$ cat config.mk
export PLATFORM = sky130hd
export DESIGN_NAME = chunked_adder
export DESIGN_NICKNAME = d
export VERILOG_FILES = /design/src/rtl/chunked_adder.sv
export SDC_FILE = /design/constraint.sdc
export NUM_CORES = 1
export LEC_CHECK = 0
export ABC_AREA = 1
export CORE_UTILIZATION = 23
export DETAILED_ROUTE_END_ITERATION = 8
export MAX_ROUTING_LAYER = met4
export SLEW_MARGIN = 25
export SYNTH_ARGS = -nofsm -noshare
export SYNTH_HDL_FRONTEND = slang
export SYNTH_SLANG_ARGS = --single-unit
$ cat constraint.sdc
create_clock -name clk -period 8 [get_ports clk]
set_input_delay 0.8 -clock clk [delete_from_list [all_inputs] [get_ports clk]]
set_output_delay 0.8 -clock clk [all_outputs]
set_load 0.1 [all_outputs]
$ cat src/rtl/chunked_adder.sv
// rtl/chunked_adder.sv - multi-cycle adder, CHUNK bits per clock, registered inter-chunk carry
// Optional subtract mode under ADDER_SUB_EN (adds the sub port).
module chunked_adder #(
  parameter int WIDTH = 32,
  parameter int CHUNK = 8
) (
  input  logic             clk,
  input  logic             reset,
  input  logic             in_valid,
  output logic             in_ready,
  input  logic [WIDTH-1:0] a,
  input  logic [WIDTH-1:0] b,
  input  logic             carry_in,
`ifdef ADDER_SUB_EN
  input  logic             sub,
`endif
  output logic             out_valid,
  input  logic             out_ready,
  output logic [WIDTH-1:0] sum,
  output logic             carry_out,
  output logic             overflow,
  output logic             zero
);

  localparam int NCHUNK = WIDTH / CHUNK;
  localparam int IDX_W  = (NCHUNK > 1) ? $clog2(NCHUNK) : 1;
  localparam logic [IDX_W-1:0] LAST_IDX = IDX_W'(NCHUNK - 1);

  typedef enum logic [1:0] {S_IDLE, S_RUN, S_DONE} state_t;

  state_t           r_state;
  state_t           w_next_state;
  logic [WIDTH-1:0] r_a;
  logic [WIDTH-1:0] r_b;
  logic             r_carry;
  logic [IDX_W-1:0] r_idx;
  logic [WIDTH-1:0] r_sum;
  logic             r_carry_out;
  logic             r_overflow;
  logic             r_zero;

  logic [WIDTH-1:0] w_b_eff;
  logic             w_cin_eff;
  logic [CHUNK-1:0] w_a_slice;
  logic [CHUNK-1:0] w_b_slice;
  logic [CHUNK:0]   w_chunk;
  logic [WIDTH-1:0] w_sum_next;
  logic             w_last;
  logic             w_msb_cin;

  // Subtraction folds into the operand latch: store ~b and force the carry to 1.
`ifdef ADDER_SUB_EN
  assign w_b_eff   = sub ? ~b : b;
  assign w_cin_eff = sub ? 1'b1 : carry_in;
`else
  assign w_b_eff   = b;
  assign w_cin_eff = carry_in;
`endif

  assign w_last    = (r_idx == LAST_IDX);
  assign w_a_slice = r_a[r_idx*CHUNK +: CHUNK];
  assign w_b_slice = r_b[r_idx*CHUNK +: CHUNK];
  assign w_chunk   = {1'b0, w_a_slice} + {1'b0, w_b_slice} + {{CHUNK{1'b0}}, r_carry};

  always_comb begin
    w_sum_next = r_sum;
    w_sum_next[r_idx*CHUNK +: CHUNK] = w_chunk[CHUNK-1:0];
  end

  // Carry into the MSB recovered from the MSB sum bit, valid on the last chunk.
  assign w_msb_cin = r_a[WIDTH-1] ^ r_b[WIDTH-1] ^ w_sum_next[WIDTH-1];

  always_ff @(posedge clk) begin
    if (reset) r_state <= S_IDLE;
    else       r_state <= w_next_state;
  end

  always_comb begin
    w_next_state = r_state;
    case (r_state)
      S_IDLE:  if (in_valid)  w_next_state = S_RUN;
      S_RUN:   if (w_last)    w_next_state = S_DONE;
      S_DONE:  if (out_ready) w_next_state = S_IDLE;
      default: w_next_state = S_IDLE;
    endcase
  end

  always_comb begin
    in_ready  = (r_state == S_IDLE);
    out_valid = (r_state == S_DONE);
  end

  always_ff @(posedge clk) begin
    if (reset) begin
      r_a         <= '0;
      r_b         <= '0;
      r_carry     <= 1'b0;
      r_idx       <= '0;
      r_sum       <= '0;
      r_carry_out <= 1'b0;
      r_overflow  <= 1'b0;
      r_zero      <= 1'b0;
    end else begin
      case (r_state)
        S_IDLE: begin
          if (in_valid) begin
            r_a     <= a;
            r_b     <= w_b_eff;
            r_carry <= w_cin_eff;
            r_idx   <= '0;
          end
        end
        S_RUN: begin
          r_sum   <= w_sum_next;
          r_carry <= w_chunk[CHUNK];
          r_idx   <= r_idx + 1'b1;
          if (w_last) begin
            r_carry_out <= w_chunk[CHUNK];
            r_overflow  <= w_msb_cin ^ w_chunk[CHUNK];
            r_zero      <= (w_sum_next == '0);
          end
        end
        default: ;
      endcase
    end
  end

  assign sum       = r_sum;
  assign carry_out = r_carry_out;
  assign overflow  = r_overflow;
  assign zero      = r_zero;

endmodule
==> summary.md, run 1 <==
| Metric | Value |
|---|---|
| RSZ-0062 raised after global routing | `no` |
| WL final | `16.2 mm` |
| Hold WC Path Type | `flip-flop to flip-flop` |
| Crit path DAT | `3.66 ns` |
| Clock power share | `28.7%` |
| Routability congestion estimate from global placement | `0.942` |
| Post-CTS Repair Setup Buffers | `0` |
| Final Total Pwr | `1.54 mW` |
| Pwr Density | `224 mW/mm^2` |
| Startpoint types | `flip-flop` |
| First-pass GRT wire length | `26.0 mm` |
| Cell row count | `55` |
| Synthesized net count | `878` |
| DIE AREA | `0.0236 sq mm` |
| Status | `completed` |
| Min Tclk post-route | `3.37 ns` |
| Final setup viols | `0` |
| Count of hold-fix buffers inserted at cts | `0` |
| IO Port Bufs | `105` |
| Synth Instances | `794` |
| Sequential share of the synthesized area | `39.3%` |
| DR iter-0 viols | `307` |
| Share of post-route cells with drive strength above 1 | `5.37%` |
| Synth unique cells | `32` |
| Tightest Pin Transition | `1.01 ns` |
| Area of the mapped netlist | `0.00529 sq mm` |
| Final nets | `955` |
| Die height | `154 microns` |
| # DRC | `0` |
| Antenna violations before repair | `0` |
| Ranking of synthesized cells by area | `dfxtp_1 (39%), nor2_1 (15%), o21ai_0 (12%)` |
| Ant. Diodes | `0` |
| Top cell type by total area after synthesis | `dfxtp_1` |
| Initial Util | `23.4%` |
| Leak | `2.98 nW` |
| FF+latch count, synth | `104` |
| Crit. End Element | `flip-flop` |
| Combinational share of power | `32.5%` |
| Worst-Skew Late Latency | `0.36 ns` |
| Synthesis Warnings | `0` |
| Num CTS Buffers | `9` |
| DIE WIDTH | `154 microns` |
| Crit Path Class | `flip-flop to flip-flop` |
| Slew headroom | `32.6%` |
| Layout area overhead | `29.5%` |
| Int Pwr | `0.946 mW` |
| Peak supply drop | `96.7 uV` |
| Final number of max-transition violations | `0` |
| HPWL after DPL | `12.2 mm` |
| Largest net degree at the start of global routing | `67` |
| Mean routed wirelength per cell | `14.0 microns` |
| Tot GR Track Use | `14.5%` |
| Max FO, Critical Path | `21` |
| Vias per inst | `4.56` |
| Drt first pass iters | `4` |
| Cts repair resizes | `0` |
| Total gr overflow | `0` |
| Antenna-violating nets left | `0` |
| Max clock buf depth | `2` |
| Via Count | `5295` |
| Worst Skew | `0.0101 ns` |
| I/O Pins | `106` |
| Register share of total power | `38.7%` |
| Max-cap viol count | `0` |
| CP required | `8.30 ns` |
| H-tree depth | `3` |
| Mean area per synthesized cell | `6.67 sq um` |
| Share of the synthesized area in the top cell type | `39.3%` |
| Psw | `0.589 mW` |
| CORE AREA | `0.0226 sq mm` |
| Switching part of the total | `38.4%` |
| Vias in the first global route | `4989` |
| TritonCTS clock tree | `yes` |
| Setup TNS after final layout | `0 ns` |
| Clock sinks | `104` |
| Final Hold Viols | `0` |
| Final period util | `42.1%` |
| FMAX | `0.297 GHz` |
| CTS clock-pin slew for the worst setup and hold paths | `0.08 ns` |
| CTS root buf | `clkbuf_16` |
[flip-flops by register name (all words and copies together) (netlist names)]
register / flops
r_a: 32
r_b: 32
sum: 32
r_idx: 2
r_state: 2
carry_out: 1
overflow: 1
r_carry: 1
zero: 1
[stage by stage]
| stage | util, % | cell area (sq um) | instances | hold WS (ns) | worst slack, ns |
|---|---|---|---|---|---|
| 6_report | 30.4 | 6850 | 1161 | 0.485 | 4.63 |
| 3_5_place_dp | 29.0 | 6550 | 1145 | 0.473 | 4.69 |
| 3_3_place_gp | 29.0 | 6550 | 1145 | 0.467 | 4.77 |
| 2_1_floorplan | - | 5290 | 794 | 0.450 | 4.94 |
| 4_1_cts | 30.4 | 6850 | 1161 | 0.490 | 4.66 |
| 5_1_grt | 30.4 | 6850 | 1161 | 0.504 | 4.27 |
[critical path, stage by stage (launching register included)]
cell      delay [ns]
dfxtp_1         0.31
buf_4           0.22
inv_1           0.28
o21ai_0         0.17
o22ai_1         0.11
fa_1            0.46
fa_1            0.53
inv_1           0.09
nor2_1          0.05
a21boi_1        0.20
nand2_1         0.08
nor2_1          0.11
nand2_1         0.07
nor2_1          0.09
nand2_1         0.07
nor2_1          0.09
nand3_1         0.07
nor2_1          0.11
nand3_1         0.09
a21oi_2         0.11
[cell usage in the layout (no fill, tap or decap), drive strengths merged]
cell	instances
buf	5
dfxtp	104
a31oi	1
nand3b	2
clkinvlp	1
xor2	1
o21bai	1
nand2	90
nand4	14
a21oi	21
xnor2	2
clkdlybuf4s50	105
a21boi	2
o211ai	12
o21a	1
ha	13
clkinv	4
clkbuf	10
or2	1
o21ai	128
nand3	29
fa	2
nor2	218
a211oi	1
o22ai	18
inv	90
[Yosys cell counts, drive strengths merged]
master and count:
buf 13, o21a 1, a21oi 21, fa 2, o22ai 18, clkinv 1
ha 13, a211oi 1, inv 88, dfxtp 104, xor2 1, nor2 218
o21bai 1, clkbuf 31, a21boi 2, o211ai 12, nand3 29, a31oi 1
o21ai 128, nand3b 2, nand2 90, xnor2 2, or2 1, nand4 14
[area by class of cell]
cell class / instances / area (sq um)
Timing Repair Buffer: 110 / 1090
Clock inverter: 6 / 61.3
Sequential cell: 104 / 2080
Inverter: 89 / 337
Tap cell: 285 / 357
Clock buffer: 10 / 239
Fill cell: 2458 / 15700
Multi-Input combinational cell: 557 / 2690
[final timing paths]
| path | to | cells past startpoint | slack (ns) | start |
|---|---|---|---|---|
| max | zero | 19 | 4.63 | r_idx[1] |
| min | r_b[5] | 2 | 0.49 | r_b[5] |
| max reg2reg | zero | 19 | 4.63 | r_idx[1] |
| min reg2reg | r_b[5] | 2 | 0.49 | r_b[5] |
[layer usage]
metal / up-vias / wire, microns / track usage (%)
met2: 171 / 7290 / 22.4
met1: 2378 / 7530 / 18.4
met5: - / 0 / -
met3: 25 / 966 / 3.30
met4: 0 / 419 / 5.71
li1: 2721 / - / -
[cell families (layout without fill, tap and decap cells)]
group,count (synthesis),after routing,synth area share (%)
AND/OR/NAND/NOR,354,354,27.5
AO/OA/AOI/OAI,185,185,18.9
buffers and inverters,133,215,9.91
flip-flops,104,104,39.3
adder cells (fa/ha/maj),15,15,3.83
XOR/XNOR,3,3,0.497
[power by group through the flow]
stage / combinational (mW) / sequential [mW] / clock, mW
after global placement: 0.496 / 0.607 / 0
after global routing: 0.550 / 0.600 / 0.471
after CTS: 0.498 / 0.595 / 0.454
final: 0.499 / 0.594 / 0.441
after floorplan: 0.257 / 0.702 / 0
after detailed placement: 0.497 / 0.607 / 0
No activity file was read; power rests on OpenSTA's default activity.
==> run 2: changes to the inputs <==
==> constraint.sdc (replaced) <==
create_clock -name clk -period 2.85 [get_ports clk]
set_input_delay 0.285 -clock clk [delete_from_list [all_inputs] [get_ports clk]]
set_output_delay 0.285 -clock clk [all_outputs]
set_load 0.1 [all_outputs]
==> run 2 against run 1 <==
Compared with the run above: worst setup slack worse by 4.6 ns; global-route usage is 0.35 points lower; flip-flop and latch count stayed put; sequential power grew to 2.8 times the previous value; worst hold slack worse by 0.0016 ns; utilization is 0.40 points higher; die area stayed put; non-clock buffer count is 18 higher; combinational power grew to 2.9 times the previous value; clock skew is 0.0031 ns lower.
==> summary.md, run 2 (synthesis results as in run 1) <==
| Metric | Value |
|---|---|
| H-tree depth | `3` |
| Peak supply drop | `287 uV` |
| Max-cap viol count | `0` |
| FMAX | `0.353 GHz` |
| Count of hold-fix buffers inserted at cts | `0` |
| Worst Skew | `0.00698 ns` |
| Max clock buf depth | `2` |
| CTS root buf | `clkbuf_16` |
| Worst-Skew Late Latency | `0.36 ns` |
| Die height | `154 microns` |
| Post-Place Cells | `1157` |
| Final period util | `99.5%` |
| CTS clock-pin slew for the worst setup and hold paths | `0.07 ns` |
| Hold Slack | `0.484 ns` |
| Routability congestion estimate from global placement | `0.856` |
| Leak | `3.14 nW` |
| DR iter-0 viols | `347` |
| CORE AREA | `0.0226 sq mm` |
| Tightest Pin Transition | `0.644 ns` |
| Post-route cell area | `0.00694 sq mm` |
| Pwr Density | `623 mW/mm^2` |
| I/O Pins | `106` |
| RSZ-0062 raised after global routing | `yes` |
| IO Port Bufs | `105` |
| Crit. End Element | `flip-flop` |
| Status | `completed` |
| Share of post-route cells with drive strength above 1 | `12.9%` |
| Max FO, Critical Path | `5` |
| Slew headroom | `57.1%` |
| Ant. Diodes | `0` |
| Crit Path Class | `flip-flop to flip-flop` |
| Most frequent cells in the layout | `nor2_1 (213), o21ai_0 (123), dfxtp_1 (102)` |
| WL final | `16.1 mm` |
| Antenna violations before repair | `0` |
| Initial Util | `23.4%` |
| Cell Area, Placed | `0.00657 sq mm` |
| DIE AREA | `0.0236 sq mm` |
| Layout area overhead | `31.2%` |
| First-pass GRT wire length | `25.4 mm` |
| TritonCTS clock tree | `yes` |
| Total gr overflow | `0` |
| Num CTS Buffers | `9` |
| Setup TNS after final layout | `0 ns` |
| Startpoint types | `flip-flop` |
| Cell row count | `55` |
| DIE WIDTH | `154 microns` |
| HPWL after DPL | `12.1 mm` |
| Largest net degree at the start of global routing | `79` |
| Final Non-Filler Cells | `1179` |
| Crit path DAT | `3.13 ns` |
| Critical Path, Cell by Cell | `buf_4 -> o21ai_2 -> o22ai_2 -> fa_2 -> fa_2 -> nand3_2 -> nor2_1 -> nor2_1 -> nand2_1 -> nor2_1 -> nand2_1 -> nor2_1 -> nand2_1 -> nor2_1 -> nand3_1 -> nor2_1 -> nand3_1 -> a21oi_2` |
| Vias per inst | `4.49` |
| Mean routed wirelength per cell | `13.7 microns` |
| Vias in the first global route | `4894` |
| Final setup viols | `0` |
| Via Count | `5290` |
| Hold WC Path Type | `flip-flop to flip-flop` |
| Final Total Pwr | `4.32 mW` |
| # DRC | `0` |
| Most common cell after layout, fill and taps aside | `nor2_1` |
| Clock sinks | `104` |
| Final nets | `973` |
| CP required | `3.15 ns` |
| Drt first pass iters | `5` |
| Tot GR Track Use | `14.2%` |
| Layout fillers | `2495` |
| Antenna-violating nets left | `0` |
| CP max stage cell | `fa_2` |
| Final number of max-transition violations | `0` |
| Min Tclk post-route | `2.83 ns` |
| Final Hold Viols | `0` |
| Crit path top cell by count | `nor2_1` |
| CP max stage delay | `0.49 ns` |
[run 2: critical path: cells and delay by family (launching register included)]
kind                     cells  cell delay (ns)
adder cells (fa/ha/maj)      2             0.89
buffers and inverters        1             0.14
AND/OR/NAND/NOR             12             1.03
flip-flops                   1             0.37
AO/OA/AOI/OAI                3             0.35
[run 2: what timing repair did]
action | 4_1_cts | 5_1_grt
setup buffers | 5 | 1
setup endpoints to repair | 1 | 3
gates cloned | 0 | 0
gates resized for setup | 5 | 8
pin swaps | 3 | 2
hold endpoints to repair | 0 | 0
[run 2: metal layers]
metal	vias up	global-route usage, %	part of all wire [%]
li1	2750	-	-
met1	2373	18.0	48
met2	150	22.8	46
met3	17	2.34	4.4
met4	0	4.90	1.8
met5	-	-	0
[run 2: final cells by class]
type	instances	area [sq um]	area share, %
Multi-Input combinational cell	557	2730	39.4
Sequential cell	104	2090	30.1
Timing Repair Buffer	128	1140	16.5
Tap cell	285	357	5.14
Inverter	89	334	4.81
Clock buffer	11	243	3.50
Clock inverter	5	46.3	0.667
[run 2: report_power, final]
group / switching, mW / internal, mW / leakage (nW)
combinational: 0.963 / 0.465 / 2.13
clock: 0.592 / 0.633 / 0.143
sequential: 0.0915 / 1.58 / 0.861
[run 2: stage by stage]
stage	setup WS, ns	utilization [%]
floorplan	-0.0244	-
global placement	0.0472	29.1
detailed placement	-0.0719	29.1
CTS	0.00249	30.6
global route	-0.162	30.8
finish	0.0156	30.8
[run 2: final timing paths]
check        startpoint      end  slack (ns)  cells after the start
max            r_idx[0]     zero        0.02                     18
min reg2reg     r_a[18]  r_a[18]        0.48                      2
min             r_a[18]  r_a[18]        0.48                      2
max reg2reg    r_idx[0]     zero        0.02                     18
